**src/rtl/romulus_sequencer.sv**
```systemverilog
// romulus_sequencer: control FSM for the Romulus datapath. One command per start;
// walks CLR -> KEY -> TWEAK -> MSG (enabled phases only) -> TBC -> CORR -> DONE.
// Ports: start/op_* command (sampled in IDLE), sdi/pdi/pdo handshakes, busy/done status,
//        s/x/y/z register strobes, correct_cnt, round constant, per-byte decrypt, domain.
// Strobes are combinational from state (plus handshake inputs); nothing is registered on
// the way out except domain.
module romulus_sequencer #(
  parameter int BUSWIDTH   = 32,
  parameter int ROUNDS     = 40,
  parameter int CONSTWIDTH = 12
) (
  input  logic                    clk,
  input  logic                    rst,
  input  logic                    start,
  input  logic                    op_clr,
  input  logic                    op_key,
  input  logic                    op_tweak,
  input  logic                    op_msg,
  input  logic                    op_emit,
  input  logic                    op_dec,
  input  logic                    op_incr,
  input  logic [7:0]              domain_i,
  input  logic                    sdi_valid,
  output logic                    sdi_ready,
  input  logic                    pdi_valid,
  output logic                    pdi_ready,
  output logic                    pdo_valid,
  input  logic                    pdo_ready,
  output logic                    busy,
  output logic                    done,
  output logic                    srst,
  output logic                    sen,
  output logic                    senc,
  output logic                    xrst,
  output logic                    xen,
  output logic                    xenc,
  output logic                    yrst,
  output logic                    yen,
  output logic                    yenc,
  output logic                    zrst,
  output logic                    zen,
  output logic                    zenc,
  output logic                    erst,
  output logic                    tk1s,
  output logic                    correct_cnt,
  output logic [CONSTWIDTH-1:0]   constant,
  output logic [BUSWIDTH/8-1:0]   decrypt,
  output logic [7:0]              domain
);

  localparam int WORDS = 128 / BUSWIDTH;
  localparam int WCW   = (WORDS > 1) ? $clog2(WORDS) : 1;
  localparam int RCW   = $clog2(ROUNDS);

  typedef enum logic [2:0] {
    S_IDLE, S_CLR, S_KEY, S_TWEAK, S_MSG, S_TBC, S_CORR, S_DONE
  } state_t;

  state_t         state, state_d;
  logic           f_clr, f_key, f_tweak, f_msg, f_emit, f_dec, f_incr;
  logic [7:0]     domain_q;
  logic [WCW-1:0] wcnt;
  logic [RCW-1:0] rnd;
  logic [5:0]     rc;
  logic [5:0]     rc_upd;
  logic           accept;
  logic           last_word;
  logic           last_round;

  // First enabled phase strictly after 'cur' in CLR, KEY, TWEAK, MSG order;
  // TBC when nothing further is enabled. Enum order matches the phase order.
  function automatic state_t next_phase(input state_t cur, input logic c, input logic k,
                                        input logic t, input logic m);
    next_phase = S_TBC;
    if (m && cur < S_MSG)   next_phase = S_MSG;
    if (t && cur < S_TWEAK) next_phase = S_TWEAK;
    if (k && cur < S_KEY)   next_phase = S_KEY;
    if (c && cur < S_CLR)   next_phase = S_CLR;
  endfunction

  assign rc_upd     = {rc[4:0], rc[5] ^ rc[4] ^ 1'b1};
  assign last_word  = (wcnt == WCW'(WORDS - 1));
  assign last_round = (rnd == RCW'(ROUNDS - 1));
  assign domain     = domain_q;
  assign erst       = 1'b0;
  assign tk1s       = 1'b0;

  always_ff @(posedge clk) begin
    if (rst) begin
      state    <= S_IDLE;
      f_clr    <= 1'b0;
      f_key    <= 1'b0;
      f_tweak  <= 1'b0;
      f_msg    <= 1'b0;
      f_emit   <= 1'b0;
      f_dec    <= 1'b0;
      f_incr   <= 1'b0;
      domain_q <= 8'h00;
      wcnt     <= '0;
      rnd      <= '0;
      rc       <= '0;
    end else begin
      state <= state_d;
      if (state == S_IDLE && start) begin
        f_clr    <= op_clr;
        f_key    <= op_key;
        f_tweak  <= op_tweak;
        f_msg    <= op_msg;
        f_emit   <= op_emit;
        f_dec    <= op_dec;
        f_incr   <= op_incr;
        domain_q <= domain_i;
      end
      // Counter restarts on every phase change, so each phase sees it at 0.
      if (state_d != state)
        wcnt <= '0;
      else if (accept)
        wcnt <= wcnt + 1'b1;
      // Round index and rc sit at 0 outside TBC, so entry always starts clean.
      if (state == S_TBC) begin
        rnd <= rnd + 1'b1;
        rc  <= rc_upd;
      end else begin
        rnd <= '0;
        rc  <= '0;
      end
    end
  end

  always_comb begin
    state_d     = state;
    accept      = 1'b0;
    sdi_ready   = 1'b0;
    pdi_ready   = 1'b0;
    pdo_valid   = 1'b0;
    busy        = (state != S_IDLE);
    done        = 1'b0;
    srst        = 1'b0;
    sen         = 1'b0;
    senc        = 1'b0;
    xrst        = 1'b0;
    xen         = 1'b0;
    xenc        = 1'b0;
    yrst        = 1'b0;
    yen         = 1'b0;
    yenc        = 1'b0;
    zrst        = 1'b0;
    zen         = 1'b0;
    zenc        = 1'b0;
    correct_cnt = 1'b0;
    constant    = '0;
    decrypt     = '0;

    unique case (state)
      S_IDLE: begin
        if (start) state_d = next_phase(S_IDLE, op_clr, op_key, op_tweak, op_msg);
      end
      S_CLR: begin
        srst    = 1'b1;
        zrst    = 1'b1;
        state_d = next_phase(S_CLR, f_clr, f_key, f_tweak, f_msg);
      end
      S_KEY: begin
        sdi_ready = 1'b1;
        xrst      = sdi_valid;
        accept    = sdi_valid;
      end
      S_TWEAK: begin
        pdi_ready = 1'b1;
        yrst      = pdi_valid;
        accept    = pdi_valid;
      end
      S_MSG: begin
        // With emit, input is only taken when the output side can take the
        // matching word; pdo_valid never looks at pdo_ready.
        pdi_ready = f_emit ? pdo_ready : 1'b1;
        pdo_valid = f_emit & pdi_valid;
        accept    = pdi_valid & pdi_ready;
        sen       = accept;
        decrypt   = f_dec ? '1 : '0;
      end
      S_TBC: begin
        sen      = 1'b1;
        senc     = 1'b1;
        xen      = 1'b1;
        xenc     = 1'b1;
        yen      = 1'b1;
        yenc     = 1'b1;
        zen      = 1'b1;
        zenc     = 1'b1;
        constant = CONSTWIDTH'(rc_upd);
        if (last_round) state_d = S_CORR;
      end
      S_CORR: begin
        xen         = 1'b1;
        yen         = 1'b1;
        zen         = 1'b1;
        correct_cnt = f_incr;
        state_d     = S_DONE;
      end
      S_DONE: begin
        done    = 1'b1;
        state_d = S_IDLE;
      end
      default: state_d = S_IDLE;
    endcase

    if ((state == S_KEY || state == S_TWEAK || state == S_MSG) && accept && last_word)
      state_d = next_phase(state, f_clr, f_key, f_tweak, f_msg);
  end

endmodule

```
**config.mk**
```make
export PLATFORM = sky130hd
export DESIGN_NAME = romulus_sequencer
export DESIGN_NICKNAME = d
export VERILOG_FILES = /design/src/rtl/romulus_sequencer.sv
export SDC_FILE = /design/constraint.sdc
export NUM_CORES = 1
export LEC_CHECK = 0
export ABC_AREA = 1
export CAP_MARGIN = 20
export CORE_ASPECT_RATIO = 0.6
export CORE_UTILIZATION = 40
export DETAILED_ROUTE_END_ITERATION = 12
export PLACE_DENSITY = 0.82
export REMOVE_ABC_BUFFERS = 1
export SLEW_MARGIN = 20
export SYNTH_ARGS = -nofsm -noshare
export SYNTH_HDL_FRONTEND = slang
export SYNTH_SLANG_ARGS = --single-unit
```
**constraint.sdc**
```tcl
create_clock -name clk -period 1.3 [get_ports clk]
set_input_delay 0.325 -clock clk [delete_from_list [all_inputs] [get_ports clk]]
set_output_delay 0.325 -clock clk [all_outputs]
set_load 0.005 [all_outputs]
```
After elaboration in Yosys (flattened, before gate mapping)

Cells that the tools add are included.

Memories: 0
RAM bits: 0
Register bits after elaboration: 32
Logic and storage cells: 78
Bits in read-only memories: 0
Latch bits: 0

$add $sub $neg: 2
Multiply operators: 0
Reductions and logical operators: 14
Shifts and indexed selects: 0
Divide/modulo/power cells: 0
Mux-type cells: 31
Bitwise gates (word level): 5
Equality and inequality tests: 10
$lt $le $gt $ge: 4

Operators with widths:

| cell                                                        | number |
|---|---|
| two-way mux 3 bit                                           | 11 |
| one-hot mux 3 bit (5 select lines)                          | 1 |
| two-way mux 1 bit                                           | 13 |
| equality test 3 bit (second input constant)                 | 4 |
| two-way mux 4 bit                                           | 2 |
| logical AND 1 bit                                           | 7 |
| adder 6 x 1 -> 6 bit (second input constant)                | 1 |
| equality test 3 x 2 -> 1 bit (second input constant)        | 2 |
| equality test 6 bit (second input constant)                 | 1 |
| less-than comparator 3 x 2 -> 1 bit (second input constant) | 2 |
| two-way mux 6 bit                                           | 1 |
| OR reduction 2 bit                                          | 3 |
| one-hot mux 1 bit (2 select lines)                          | 2 |
| equality test 3 x 1 -> 1 bit (second input constant)        | 1 |
| zero test 3 bit                                             | 1 |
| less-than comparator 3 x 1 -> 1 bit (second input constant) | 1 |
| less-than comparator 3 bit (second input constant)          | 1 |
| inequality test 3 bit                                       | 1 |
| one-hot mux 1 bit (3 select lines)                          | 1 |
| nonzero test 3 bit                                          | 1 |
| adder 2 x 1 -> 2 bit (second input constant)                | 1 |
| bitwise AND 1 bit                                           | 2 |
| equality test 2 bit (second input constant)                 | 1 |
| logical OR 1 bit                                            | 2 |
| 2 further kinds                                             | 3 |

Depth between registers and ports, before layout

Word-level depth: 9
Mapped depth: 11
Mapped depth without buffers: 11

Least setup slack after synthesis

OpenSTA, ideal clock, no wires.

Path type: register to output
Start: register state[0]
End: output port decrypt[1]
Setup slack: -0.138 ns
Buffers on the path: 2
Cell stages (with the launch flop): 8
Data required time: 0.975 ns
Data arrival time: 1.113 ns
Cell sequence: dfxtp_1 > buf_6 > inv_4 > nand2_1 > nor2_2 > inv_1 > nor2_1 > buf_4

Cells in the longest elaborated chain, start to end: 2

Ends and longest elaborated chain:

| what                     | line | RTL |
|---|---|---|
| start: declaration       | 59   | `state_t state, state_d;` |
| start signal: assignment | 103  | `state <= state_d;` |
| equality test 3 bit      | 154  | `unique case (state)` |
| two-way mux 4 bit        | 154  |  |
| end: declaration         | 47   | `output logic [BUSWIDTH/8-1:0] decrypt,` |

Every way passes these cells.

Worst setup path in the final report

Start: register state[2]
End: register wcnt[1]

Cells in the longest elaborated chain, start to end: 9
Elaborated cells between the ends (all ways): 31

Ends and longest elaborated chain:

| what                                | line | RTL |
|---|---|---|
| less-than comparator 3 bit          | 75   | `if (m && cur < S_MSG) next_phase = S_MSG;` |
| logical AND 1 bit                   | 75   |  |
| two-way mux 1 bit                   | 75   |  |
| two-way mux 3 bit                   | 76   | `if (t && cur < S_TWEAK) next_phase = S_TWEAK;` |
| two-way mux 3 bit                   | 77   | `if (k && cur < S_KEY) next_phase = S_KEY;` |
| two-way mux 3 bit                   | 78   | `if (c && cur < S_CLR) next_phase = S_CLR;` |
| two-way mux 3 bit                   | 208  | `if ((state == S_KEY \|\| state == S_TWEAK \|\| state == S_MSG) && accept && last_word)` |
| inequality test 3 bit               | 115  | `if (state_d != state)` |
| OR reduction 2 bit (no source line) | --   |  |
| end signal: assignment              | 118  | `wcnt <= wcnt + 1'b1;` |
| end: declaration                    | 62   | `logic [WCW-1:0] wcnt;` |

Several ways; a longest one is shown, not always the timed one.
A chain may end at the register's enable or synchronous reset.

==> run metrics <==
DR iter-0 viols roughly 170; Reg2Reg Depth 12; Worst-path clk slew ~0.07 ns; Multi-input gate area approximately 1200 sq um; root buffer cell clkbuf_8; fmax approximately 540 MHz; Clock Skew 0.006316 ns; #FFs+latches synth 32; TritonCTS buffer count 5; Core Footprint ~4000 sq um; post-synth top area cell dfxtp_1; # H-tree levels 2; HP Class reg2reg; leakage power 1.641 nW; Setup violations, final 60; diode count 0; launching point of the worst reg2reg path state[2]; Worst Setup End Kind register; failing checks negative setup slack; status finished with violations; Util after Layout 0.8434; RR Endpoint wcnt[1]; Max Cap Violations 0; worst skew pair latency 0.29 ns; row count 18; design area 3476 sq um; CP Data Required Time 1.51 ns; die area 4601 sq um; count of cell types in the netlist 26; fill count 208; grt total ovfl 0; peak supply drop 985.7 uV; vias in the first global route between 1,500 and 2,000; WL per Instance 17.60 microns; setup slack after layout -0.5398 ns; # nets final about 400; maximum clock path buffer count 2; Clock Sinks 32; Critical Path Source state[2]; pre-CTS setup slack -0.6728 ns; Register-to-Register Setup Slack -0.54 ns; RSZ-0062 raised after global routing true; Mapped Cells roughly 260; synthesis-to-finish area growth 100.9%; largest net degree at the start of global routing 15; Port Buffers 56; Initial Utilization 0.4199; vias per cell 5.177; number of synthesis warnings 0; commonest non-fill, non-tap cell in the layout buf_6; first-pass GRT wire length slightly above 9000 microns; antenna violations before repair 0; Routed Antenna Nets 0; share of cells above drive strength 1 0.5395; GR Util All Layers 0.2733; Chip Height 52.95 microns; Die W 86.91 microns; drt first pass iters 4; post-synthesis sequential area ratio 0.3702; TritonCTS clock tree done; Post-Syn Area 1730 sq um; drc violations 0; critical path startpoint category register; Max Slew Vio Count 0; Worst Setup EP wcnt[1]; Routed WL just under 8000 microns; most frequent cells in the layout 51 x buf_6, 34 x buf_4, 29 x dfxtp_1; crit path kind reg2reg; pwr/cell area roughly 1800 nW/um^2; post-synth top area share 0.3702; hold slack between 0.5 and 0.6 ns; minimum clock period after layout 1.840 ns; total power roughly 6.3 mW; Synth Area per Inst slightly below 7 sq um; via count 2,278; final period utilization 1.415; Final Hold Fails 0; I/O pins 65; top area cells in the synthesized netlist dfxtp_1 37%, nor2_1 10%, nand2_1 8.9%, buf_4 7.4%, inv_1 7.4%; CP arrival 2.05 ns; Area after DPL 2555 sq um; FF+latch area approximately 650 sq um; GP Congestion 0.9132; crit-path max FO 4; post-DP HPWL 3481 microns
routing by layer:
metal  vias up  part of all wire  global-route usage
met1      1048              0.38              0.3249
met2       158              0.47              0.4711
met3        57             0.085             0.07020
li1       1015                 -                   -
met4         0             0.056              0.1222
met5         -                 0                   0
cell families after synthesis:
family,Yosys count,share of synthesized area
other cells,1,0.002167
compound gates,30,0.08677
flops,32,0.3702
simple gates,127,0.3362
fa+ha+maj,2,0.01446
buf+inv,60,0.1750
xor+xnor,3,0.01519
area by class of cell:
type | count | area share
Clock buffer | 6 | 0.02088
Timing Repair inverter | 1 | 0.002160
Timing Repair Buffer | 131 | 0.3629
Clock inverter | 2 | 0.01008
Inverter | 38 | 0.04680
Multi-Input combinational cell | 170 | 0.3481
Tap cell | 60 | 0.02160
Sequential cell | 32 | 0.1875
cells in the mapped netlist:
library cell  count
clkbuf_1          1
nor3_1            4
xnor2_1           1
o21ai_0          20
nand2_2           4
buf_2             3
nand2_1          41
nand3_4           1
inv_2             3
nand3b_1          1
nand4_1           2
ha_1              2
xor2_1            2
nand3_1          16
inv_1            34
buf_6             1
a21oi_1          10
or2_2             1
nor2_2            5
inv_4             1
nand3_2           4
nor2_1           47
dfxtp_1          32
nor2_4            1
conb_1            1
buf_4            17
metrics by stage:
stage | setup TNS (ns) | instances
after floorplan | -4.304 | 240
after global placement | -15.53 | 397
after CTS | -14.74 | 429
final | -19.52 | 440
after detailed placement | -17.57 | 397
after global routing | -22.22 | 440
worst min path at each step:
stage           start      to  slack [ns]  depth (start not counted)
3_5_place_dp    rc[0]   rc[1]        0.43                          2
4_1_cts         rc[0]   rc[1]        0.44                          2
6_report        f_clr   f_clr        0.50                          2
5_1_grt        rnd[0]  rnd[0]        0.52                          2
2_1_floorplan     rst   f_clr        0.39                          1
3_3_place_gp    rc[0]   rc[1]        0.43                          2
registers in the layout (all words and copies together), names as in the netlist, 2 cells and up:
signal / cells
domain: 8
state: 3
rc: 6
wcnt: 2
rnd: 6
critical path, cell delays in order (launching register included):
cell,delay (ns)
dfxtp_4,0.38
buf_4,0.15
inv_2,0.11
nand2_1,0.11
nand2_1,0.15
inv_1,0.07
nor2_2,0.16
nand3_4,0.11
nand2_1,0.09
nand2_1,0.09
nand3_2,0.08
nand3_2,0.09
nor3_2,0.16
power by group:
part / internal [mW] / switching [mW]
sequential: 1.19 / 0.173
combinational: 1.97 / 2.05
clock: 0.569 / 0.390
total: 3.73 / 2.61
repair_timing:
item                       CTS  global route
setup endpoints to repair   68            60
gates cloned                 2             1
buffers inserted            26            13
hold buffers                 0             0
gates resized for setup    223            85
pin swaps                   17            23
Power figures use the tool's default switching activity.
